==> src/rtl/modexp_ctrl_pkg.sv <==
// Shared definitions for the modular-exponentiation controller.
//   state_t     : controller FSM states
//   DEF_WIDTH   : default modulus/base/result width
//   DEF_EXP_WIDTH : default exponent width
//   MUL_CYCLES  : cycles spent per modular multiply at default width (issue + WIDTH + capture)
package modexp_ctrl_pkg;

  localparam int unsigned DEF_WIDTH     = 128;
  localparam int unsigned DEF_EXP_WIDTH = 128;
  localparam int unsigned MUL_CYCLES    = DEF_WIDTH + 2;

  typedef enum logic [2:0] {
    IDLE,
    REDUCE,
    SQR,
    MUL,
    NEXT,
    FIN
  } state_t;

  // Per-multiply cycle count for an arbitrary operand width.
  function automatic int unsigned mul_cycles(input int unsigned width);
    return width + 2;
  endfunction

endpackage

==> src/rtl/modmul.sv <==
// Bit-serial interleaved modular multiplier: r = a*b mod n.
// Requires b < n. Scans a from MSB, one bit per cycle.
//   clk, reset : clock, async active-low reset
//   go         : load operands and start (one cycle)
//   a, b, n    : multiplicand, multiplier, modulus
//   r          : result, valid while rdone is high and held afterwards
//   rdone      : one-cycle pulse WIDTH+1 cycles after go
module modmul
  import modexp_ctrl_pkg::*;
#(
  parameter int unsigned WIDTH = DEF_WIDTH
) (
  input  logic             clk,
  input  logic             reset,
  input  logic             go,
  input  logic [WIDTH-1:0] a,
  input  logic [WIDTH-1:0] b,
  input  logic [WIDTH-1:0] n,
  output logic [WIDTH-1:0] r,
  output logic             rdone
);

  localparam int unsigned CW = $clog2(WIDTH + 1);

  logic [WIDTH-1:0] a_sh;
  logic [WIDTH-1:0] b_r;
  logic [WIDTH-1:0] n_r;
  logic [CW-1:0]    cnt;
  logic             run;

  logic [WIDTH:0]   dbl;
  logic [WIDTH:0]   dbl_red;
  logic [WIDTH:0]   sum;
  logic [WIDTH-1:0] r_step;

  // One iteration: R = 2R mod n, then R = R + b mod n when the current a bit is set.
  always_comb begin
    dbl     = {r, 1'b0};
    dbl_red = (dbl >= {1'b0, n_r}) ? (dbl - {1'b0, n_r}) : dbl;
    sum     = a_sh[WIDTH-1] ? (dbl_red + {1'b0, b_r}) : dbl_red;
    r_step  = (sum >= {1'b0, n_r}) ? WIDTH'(sum - {1'b0, n_r}) : WIDTH'(sum);
  end

  always_ff @(posedge clk or negedge reset) begin
    if (!reset) begin
      a_sh  <= '0;
      b_r   <= '0;
      n_r   <= '0;
      r     <= '0;
      cnt   <= '0;
      run   <= 1'b0;
      rdone <= 1'b0;
    end else begin
      rdone <= 1'b0;
      if (go) begin
        a_sh <= a;
        b_r  <= b;
        n_r  <= n;
        r    <= '0;
        cnt  <= CW'(WIDTH);
        run  <= 1'b1;
      end else if (run) begin
        r    <= r_step;
        a_sh <= {a_sh[WIDTH-2:0], 1'b0};
        cnt  <= cnt - CW'(1);
        if (cnt == CW'(1)) begin
          run   <= 1'b0;
          rdone <= 1'b1;
        end
      end
    end
  end

endmodule

==> src/rtl/modexp_ctrl.sv <==
// Left-to-right square-and-multiply modular exponentiation: c = m^e mod n.
//   clk, reset : clock, async active-low reset
//   start      : request pulse, sampled only in IDLE
//   m, e, n    : base, exponent, modulus (captured on accept)
//   busy       : operation in progress
//   done       : one-cycle pulse with c/err valid
//   c          : result, held until updated by the next done
//   err        : modulus below 2 (c forced to 0)
module modexp_ctrl
  import modexp_ctrl_pkg::*;
#(
  parameter int unsigned WIDTH     = DEF_WIDTH,
  parameter int unsigned EXP_WIDTH = DEF_EXP_WIDTH
) (
  input  logic                 clk,
  input  logic                 reset,
  input  logic                 start,
  input  logic [WIDTH-1:0]     m,
  input  logic [EXP_WIDTH-1:0] e,
  input  logic [WIDTH-1:0]     n,
  output logic                 busy,
  output logic                 done,
  output logic [WIDTH-1:0]     c,
  output logic                 err
);

  localparam int unsigned BW = $clog2(EXP_WIDTH + 1);

  state_t               state, state_nxt;
  logic [WIDTH-1:0]     m_r, m_nxt;
  logic [EXP_WIDTH-1:0] e_r, e_nxt;
  logic [WIDTH-1:0]     n_r, n_nxt;
  logic [WIDTH-1:0]     b_r, b_nxt;
  logic [WIDTH-1:0]     acc, acc_nxt;
  logic [BW-1:0]        bitcnt, bitcnt_nxt;
  logic                 issued, issued_nxt;
  logic                 busy_nxt, done_nxt, err_nxt;
  logic [WIDTH-1:0]     c_nxt;

  logic                 mm_go_c;
  logic [WIDTH-1:0]     mm_a_c, mm_b_c;
  logic [WIDTH-1:0]     mm_r;
  logic                 mm_rdone;
  logic                 n_small_c;

  assign n_small_c = (n_r < WIDTH'(2));

  modmul #(.WIDTH(WIDTH)) u_modmul (
    .clk   (clk),
    .reset (reset),
    .go    (mm_go_c),
    .a     (mm_a_c),
    .b     (mm_b_c),
    .n     (n_r),
    .r     (mm_r),
    .rdone (mm_rdone)
  );

  // Next-state and datapath control. A squaring only needs acc, so its issue
  // cycle is folded into the preceding REDUCE capture or NEXT cycle; every
  // multiply still costs WIDTH+2 cycles end to end.
  always_comb begin
    state_nxt  = state;
    m_nxt      = m_r;
    e_nxt      = e_r;
    n_nxt      = n_r;
    b_nxt      = b_r;
    acc_nxt    = acc;
    bitcnt_nxt = bitcnt;
    issued_nxt = issued;
    busy_nxt   = busy;
    done_nxt   = 1'b0;
    err_nxt    = err;
    c_nxt      = c;
    mm_go_c    = 1'b0;
    mm_a_c     = acc;
    mm_b_c     = acc;

    case (state)
      IDLE: begin
        if (busy) begin
          // Degenerate modulus accepted last cycle: no multiplies at all.
          state_nxt = FIN;
        end else if (start) begin
          m_nxt      = m;
          e_nxt      = e;
          n_nxt      = n;
          acc_nxt    = WIDTH'(1);
          bitcnt_nxt = BW'(EXP_WIDTH);
          issued_nxt = 1'b0;
          busy_nxt   = 1'b1;
          err_nxt    = 1'b0;
          state_nxt  = (n < WIDTH'(2)) ? IDLE : REDUCE;
        end
      end

      REDUCE: begin
        if (!issued) begin
          mm_go_c    = 1'b1;
          mm_a_c     = m_r;
          mm_b_c     = WIDTH'(1);
          issued_nxt = 1'b1;
        end else if (mm_rdone) begin
          b_nxt      = mm_r;
          mm_go_c    = 1'b1;
          issued_nxt = 1'b1;
          state_nxt  = SQR;
        end
      end

      SQR: begin
        if (issued && mm_rdone) begin
          acc_nxt    = mm_r;
          issued_nxt = 1'b0;
          state_nxt  = e_r[EXP_WIDTH-1] ? MUL : NEXT;
        end
      end

      MUL: begin
        mm_b_c = b_r;
        if (!issued) begin
          mm_go_c    = 1'b1;
          issued_nxt = 1'b1;
        end else if (mm_rdone) begin
          acc_nxt    = mm_r;
          issued_nxt = 1'b0;
          state_nxt  = NEXT;
        end
      end

      NEXT: begin
        if (bitcnt == BW'(1)) begin
          state_nxt = FIN;
        end else begin
          bitcnt_nxt = bitcnt - BW'(1);
          e_nxt      = {e_r[EXP_WIDTH-2:0], 1'b0};
          mm_go_c    = 1'b1;
          issued_nxt = 1'b1;
          state_nxt  = SQR;
        end
      end

      FIN: begin
        busy_nxt  = 1'b0;
        done_nxt  = 1'b1;
        err_nxt   = n_small_c;
        c_nxt     = n_small_c ? '0 : acc;
        state_nxt = IDLE;
      end

      default: state_nxt = IDLE;
    endcase
  end

  always_ff @(posedge clk or negedge reset) begin
    if (!reset) begin
      state  <= IDLE;
      m_r    <= '0;
      e_r    <= '0;
      n_r    <= '0;
      b_r    <= '0;
      acc    <= '0;
      bitcnt <= '0;
      issued <= 1'b0;
      busy   <= 1'b0;
      done   <= 1'b0;
      err    <= 1'b0;
      c      <= '0;
    end else begin
      state  <= state_nxt;
      m_r    <= m_nxt;
      e_r    <= e_nxt;
      n_r    <= n_nxt;
      b_r    <= b_nxt;
      acc    <= acc_nxt;
      bitcnt <= bitcnt_nxt;
      issued <= issued_nxt;
      busy   <= busy_nxt;
      done   <= done_nxt;
      err    <= err_nxt;
      c      <= c_nxt;
    end
  end

endmodule

==> config.mk <==
export PLATFORM = sky130hd
export DESIGN_NAME = modexp_ctrl
export DESIGN_NICKNAME = d
export VERILOG_FILES = /design/src/rtl/modexp_ctrl_pkg.sv /design/src/rtl/modmul.sv /design/src/rtl/modexp_ctrl.sv
export SDC_FILE = /design/constraint.sdc
export NUM_CORES = 2
export LEC_CHECK = 0
export BUFFER_PORTS_ARGS = -buffer_cell sky130_fd_sc_hd__buf_2
export CORE_MARGIN = 2
export CORE_UTILIZATION = 45
export DETAILED_ROUTE_END_ITERATION = 10
export GPL_TIMING_DRIVEN = 0
export PLACE_DENSITY = 0.62
export SYNTH_ARGS = -nofsm -noshare
export SYNTH_HDL_FRONTEND = slang
export SYNTH_HIERARCHICAL = 1
export SYNTH_SLANG_ARGS = --single-unit
==> constraint.sdc <==
create_clock -name clk -period 19.6 [get_ports clk]
set_input_delay 1.96 -clock clk [delete_from_list [all_inputs] [get_ports clk]]
set_output_delay 1.96 -clock clk [all_outputs]
set_load 0.03 [all_outputs]
; After elaboration in Yosys (flattened, before gate mapping)
; Cells that the tools add are included.
[classes]
addsub = 5
reduce_logical = 14
mux = 62
bitwise = 1
eq_ne = 16
magnitude_cmp = 4
[op_table]
columns = operator, count
row1 = $mux W128, 17
row2 = $pmux W128 S2, 2
row3 = $pmux W128 S3, 1
row4 = $ge A129 B128 Y1, 2
row5 = $mux W129, 2
row6 = $lt A128 B2 Y1 const B, 2
row7 = $add A129 B128 Y129, 1
row8 = $sub A129 B128 Y129, 1
row9 = $sub A128 B128 Y128, 1
row10 = $mux W8, 5
row11 = $mux W3, 9
row12 = $mux W1, 20
row13 = $eq A8 B1 Y1 const B, 2
row14 = $pmux W8 S2, 1
row15 = $sub A8 B1 Y8 const B, 2
row16 = $pmux W3 S5, 1
row17 = $ne A2 B2 Y1 const B, 6
row18 = $reduce_and A6 Y1, 2
row19 = $reduce_and A3 Y1, 3
row20 = $eq A3 B2 Y1 const B, 2
row21 = $eq A3 B3 Y1 const B, 2
row22 = $reduce_bool A2 Y1, 3
row23 = $pmux W1 S5, 1
row24 = $reduce_and A5 Y1, 1
row25 = other kinds (11), 13
[totals]
input_bits = 387
out_inout_bits = 131
regBits = 1305
word_cells = 121

; Depth between registers and ports, before layout
[depth]
word_depth = 8
ltp_mapped = 53
depth_no_buf = 45

; Modules after synthesis
; Netlist, hierarchy kept.
[by_module_without_submodules]
columns = mod, cells_each, area_per_inst_um2, seq_area_each_um2, n_inst
row1 = modmul, 6260, 50364.6, 13062.5, 1
row2 = modexp_ctrl, 3892, 34414.3, 19593.8, 1

; Worst setup path after synthesis
; OpenSTA, ideal clock, no wires.
[synth_path]
kind = register -> register
startpoint = register u_modmul.n_r[1]
endpoint = register u_modmul.r[85]
slack_ps = 10108
setup_ps = 96
required_time_ps = 19504
n_path_buf = 7
t_arrival_ps = 9396
stages_incl_launch_ff = 50
cell_sequence = dfrtp_1 inv_1 ha_1 nor2b_1 o31a_1 o311ai_2 a311oi_4 o211ai_4 a31oi_4 o21ai_2 a2111oi_4 o211ai_4 nand2_2 buf_4 buf_4 buf_6 nand3_1 nand2_1 [14 not listed] a21o_1 a21o_1 a21o_1 a211oi_1 o211a_1 o22a_1 o211ai_1 a211oi_2 o21ai_1 nand4_1 o21a_1 buf_4 and2_1 buf_6 buf_6 buf_6 nand2_1 a311oi_2
[synth_via]
elab_chain_len = 8
elab_cells_between_ends = 10
cone_classes = 3 x add/sub / 2 x order compare / 5 x mux
[synth_rtl]
columns = element, line_no
row1 = start: declaration, modmul.sv:27  ; logic [WIDTH-1:0] n_r;
row2 = start signal: assignment, modmul.sv:58  ; n_r <= n;
row3 = $sub A129 B128 Y129 or $ge A129 B128 Y1 (tied branches), modmul.sv:39  ; dbl_red = (dbl >= {1'b0, n_r}) ? (dbl - {1'b0, n_r}) : dbl;
row4 = $mux W129, modmul.sv:39
row5 = $add A129 B128 Y129, modmul.sv:40  ; sum = a_sh[WIDTH-1] ? (dbl_red + {1'b0, b_r}) : dbl_red;
row6 = $mux W129, modmul.sv:40
row7 = $sub A128 B128 Y128 or $ge A129 B128 Y1 (tied branches), modmul.sv:41  ; r_step = (sum >= {1'b0, n_r}) ? WIDTH'(sum - {1'b0, n_r}) : WIDTH'(sum);
row8 = $mux W128 (*), modmul.sv:41
row9 = $mux W128 (*), modmul.sv:62  ; end else if (run) begin
row10 = $mux W128 (*), modmul.sv:55  ; if (go) begin
row11 = end signal: assignment, modmul.sv:63  ; r <= r_step;
row12 = end: declaration, modmul.sv:19  ; output logic [WIDTH-1:0] r,
; Mark *: on every way between the ends. The rest lies on a longest branch, timed or not. The select of a mux whose other input is x is not followed.
; A chain may end at the register's enable or synchronous reset.

; Worst setup path after layout
[layout_path]
startpoint = register u_modmul.r[62]
endpoint = register u_modmul.r[1]
[layout_via]
elab_chain_len = 8
elab_cells_between_ends = 10
cone_classes = 3 x add/sub / 2 x order compare / 5 x mux
[layout_rtl]
columns = element, line_no
row1 = $sub A129 B128 Y129 or $ge A129 B128 Y1 (tied branches), modmul.sv:39
row2 = $mux W129 (*), modmul.sv:39
row3 = $add A129 B128 Y129, modmul.sv:40
row4 = $mux W129 (*), modmul.sv:40
row5 = $ge A129 B128 Y1 or $sub A128 B128 Y128 (tied branches), modmul.sv:41
row6 = $mux W128 (*), modmul.sv:41
row7 = $mux W128 (*), modmul.sv:62
row8 = $mux W128 (*), modmul.sv:55
; Marked as above.

==> results.cfg <==
[logic_synthesis]
ys_seq_area_share_pct = 38.52
ys_ff_latch = 1305
synthesis.nets = 10930
synth.distinct_cells = 101
synth_edf_count = 0
avgSynthCellArea_sq_um = 8.351
yosysWarnings = 6
netlist_instances = 10150
yosys_most_used_dff = dfrtp_1
async_reset_ff_share_pct = 100.0
synth_area_sq_mm = 0.08478

[critical_path]
crit_type = register to register
slowest_delay_ps = 1020
arrival_ps = 16060
r2r_setup_slack_ps = 4250
start_kind = register
path_buf_inv = 9
worst_ep_required_time_ps = 20300
critPathLaunch = u_modmul/r[62]
cp_max_fo = 10
critPathSlowestCell = nor3_1
critPathCaptureType = register
cp_top_family = simple AND/OR/NAND/NOR gates
reg2reg_from = u_modmul/r[62]

[global_routing]
use_met2_pct = 53.18
grt-busiest-layer = met1
grtUsageTotal_pct = 36.94
grt_antenna_before_repair = 20
met1_usage_pct = 54.53
grt_pass1_wl_microns = 517200
grt_max_degree = 159
met3_usage_pct = 7.038
grt_pass1_vias = 75570
overflow = 0

[sta]
skew_ps = 52.11
hold_violations = 0
fin_crit_ps = 15350
slew_headroom_pct = -3.203
setup-tns-final_ps = 0
fin_crit_sh_pct = 78.34
fmax_mhz = 65.13
drv_slew = 26
setup_viol = 0
rsz0062_at_grt = false
tightest_slew_ps = 1542

[job]
drv_cap = 3

[detailed_routing]
firstDrtPassIters = 6
postRouteAntennaNets = 0
totalWireLength_microns = 364300
post_drt_via_cell_ratio = 5.919
wl_per_cell_microns = 27.06
drt_iter0_drc = 8913
vias = 79680
drc = 0

[clock_network]
cts_sinks = 1305
cts_hold_buf = 0
clkSlewWorstSetupHoldPaths_ps = 60
cts_root_buffer = clkbuf_16
cts_resized = 0
cts.path.max_buffers = 3
htree_levels = 4
cts_setup_buffers = 0
insertion_delay_ps = 820
cts_buffers = 148
cts_tree = yes

[floorplan]
initial_core_util_pct = 45.24
die-height_microns = 438.0
die_x_microns = 438.0
pin_count = 518
rows = 159
dieArea_sq_mm = 0.1919
core_sq_mm = 0.1874

[final_layout]
most-common-layout-cells = nand2_1, dfrtp_1, o21ai_0
seq_area_sq_mm = 0.03266
drive_gt1_share_pct = 14.18
nets = 11610
nFillCells = 18060
final_common_cell = nand2_1
multiInputGateArea_sq_mm = 0.04839
area_growth_pct = 13.10

[place]
dpl.hpwl_microns = 302500
port_buffers = 517
place.gp.congestion = 1.005

[min_path]
hp-start = m_r[18]
hold_path_class = register to register

[outcome]
outcome = complete, but fails checks
violations = capacitance limit, slew limit
-- stage by stage --
| step | instance area (sq um) | hold WS, ps | cells | utilization [%] | setup WS, ps |
|---|---|---|---|---|---|
| floorplan | 84780 | 445.5 | 10150 | - | 10110 |
| global placement | 90490 | 460.6 | 13160 | 48.29 | -12860 |
| detailed placement | 90820 | 461.9 | 13180 | 48.46 | 4521 |
| CTS | 95830 | 477.0 | 13440 | 51.14 | 4463 |
| global route | 95840 | 491.8 | 13450 | 51.14 | 4181 |
| finish | 95880 | 477.0 | 13460 | 51.16 | 4245 |
-- flip-flops by register name, indices dropped and copies added (netlist names) --
name	flops
state	3
m_r	128
c	128
err	1
u_modmul/cnt	8
bitcnt	8
n_r	128
u_modmul/run	1
u_modmul/b_r	128
acc	128
busy	1
u_modmul/a_sh	128
e_r	128
b_r	128
u_modmul/r	128
u_modmul/rdone	1
u_modmul/n_r	128
done	1
issued	1
-- metal layers --
metal / routed length (microns) / vias to the layer above
met2: 150000 / 3523
met4: 15010 / 8
li1: - / 36730
met5: 55 / -
met3: 31340 / 509
met1: 167900 / 38920
-- final cells by class --
cell class	count	area share [%]
clock buffer	196	4.346
buffer	659	2.904
timing repair buffer	528	3.013
tap	2495	3.256
inverter	262	1.026
antenna	18	0.04698
clock inverter	72	0.8848
multi-input combinational	7926	50.47
sequential	1305	34.06
-- worst min-delay path, stage by stage (launching register included) --
cell and delay [ps]:
dfrtp_1 340, nand2_1 50, nand2_1 60
-- Yosys cell counts, drive strengths merged (11+ instances only) --
| cell type | n | area [sq um] |
|---|---|---|
| xnor2 | 239 | 2093 |
| nand3 | 107 | 535.5 |
| o21a | 49 | 367.9 |
| a31oi | 79 | 515.5 |
| nand4 | 166 | 1039 |
| a211o | 15 | 131.4 |
| o221ai | 15 | 131.4 |
| buf | 139 | 803.3 |
| a41oi | 14 | 130.1 |
| o31ai | 42 | 330.3 |
| mux2i | 272 | 2723 |
| a211oi | 59 | 447.9 |
| or4 | 12 | 93.84 |
| a21boi | 30 | 229.0 |
| o21bai | 101 | 762.0 |
| xor2 | 129 | 1130 |
| dfrtp | 1305 | 32660 |
| a21oi | 664 | 3567 |
| a221oi | 13 | 126.4 |
| or2 | 29 | 181.4 |
| nor2b | 33 | 206.5 |
| and4 | 13 | 113.9 |
| and3 | 52 | 325.3 |
| nand2 | 2663 | 10000 |
| or3 | 33 | 206.5 |
| clkbuf | 520 | 1967 |
| a21o | 252 | 1892 |
| nor3 | 90 | 455.4 |
| ha | 388 | 4855 |
| o211ai | 42 | 342.8 |
| a311oi | 107 | 1405 |
| nor2 | 524 | 1967 |
| nor3b | 11 | 87.58 |
| and2 | 36 | 225.2 |
| nand2b | 45 | 281.5 |
| o21ai | 952 | 4768 |
| mux2 | 431 | 4853 |
| nor4 | 96 | 600.6 |
| inv | 262 | 983.4 |
-- final timing paths --
| path | end | cells after the start |
|---|---|---|
| hold / removal | m_r[18] | 2 |
| hold reg to reg | m_r[18] | 2 |
| min in group asynchronous | e_r[94] | 1 |
| max in group asynchronous | m_r[112] | 4 |
| setup reg to reg | u_modmul/r[1] | 46 |
| setup / recovery | u_modmul/r[1] | 46 |
-- logic make-up after synthesis --
group / Yosys count / synth area share (%)
compound gates: 2533 / 19.05
flops: 1305 / 38.52
fa+ha+maj: 391 / 5.797
mux: 703 / 8.936
buf+inv: 921 / 4.428
simple gates: 3931 / 19.47
xor+xnor: 368 / 3.802
Power is not shown: default switching activity piles up to over one toggle a cycle in this logic, so the estimate is an artifact.
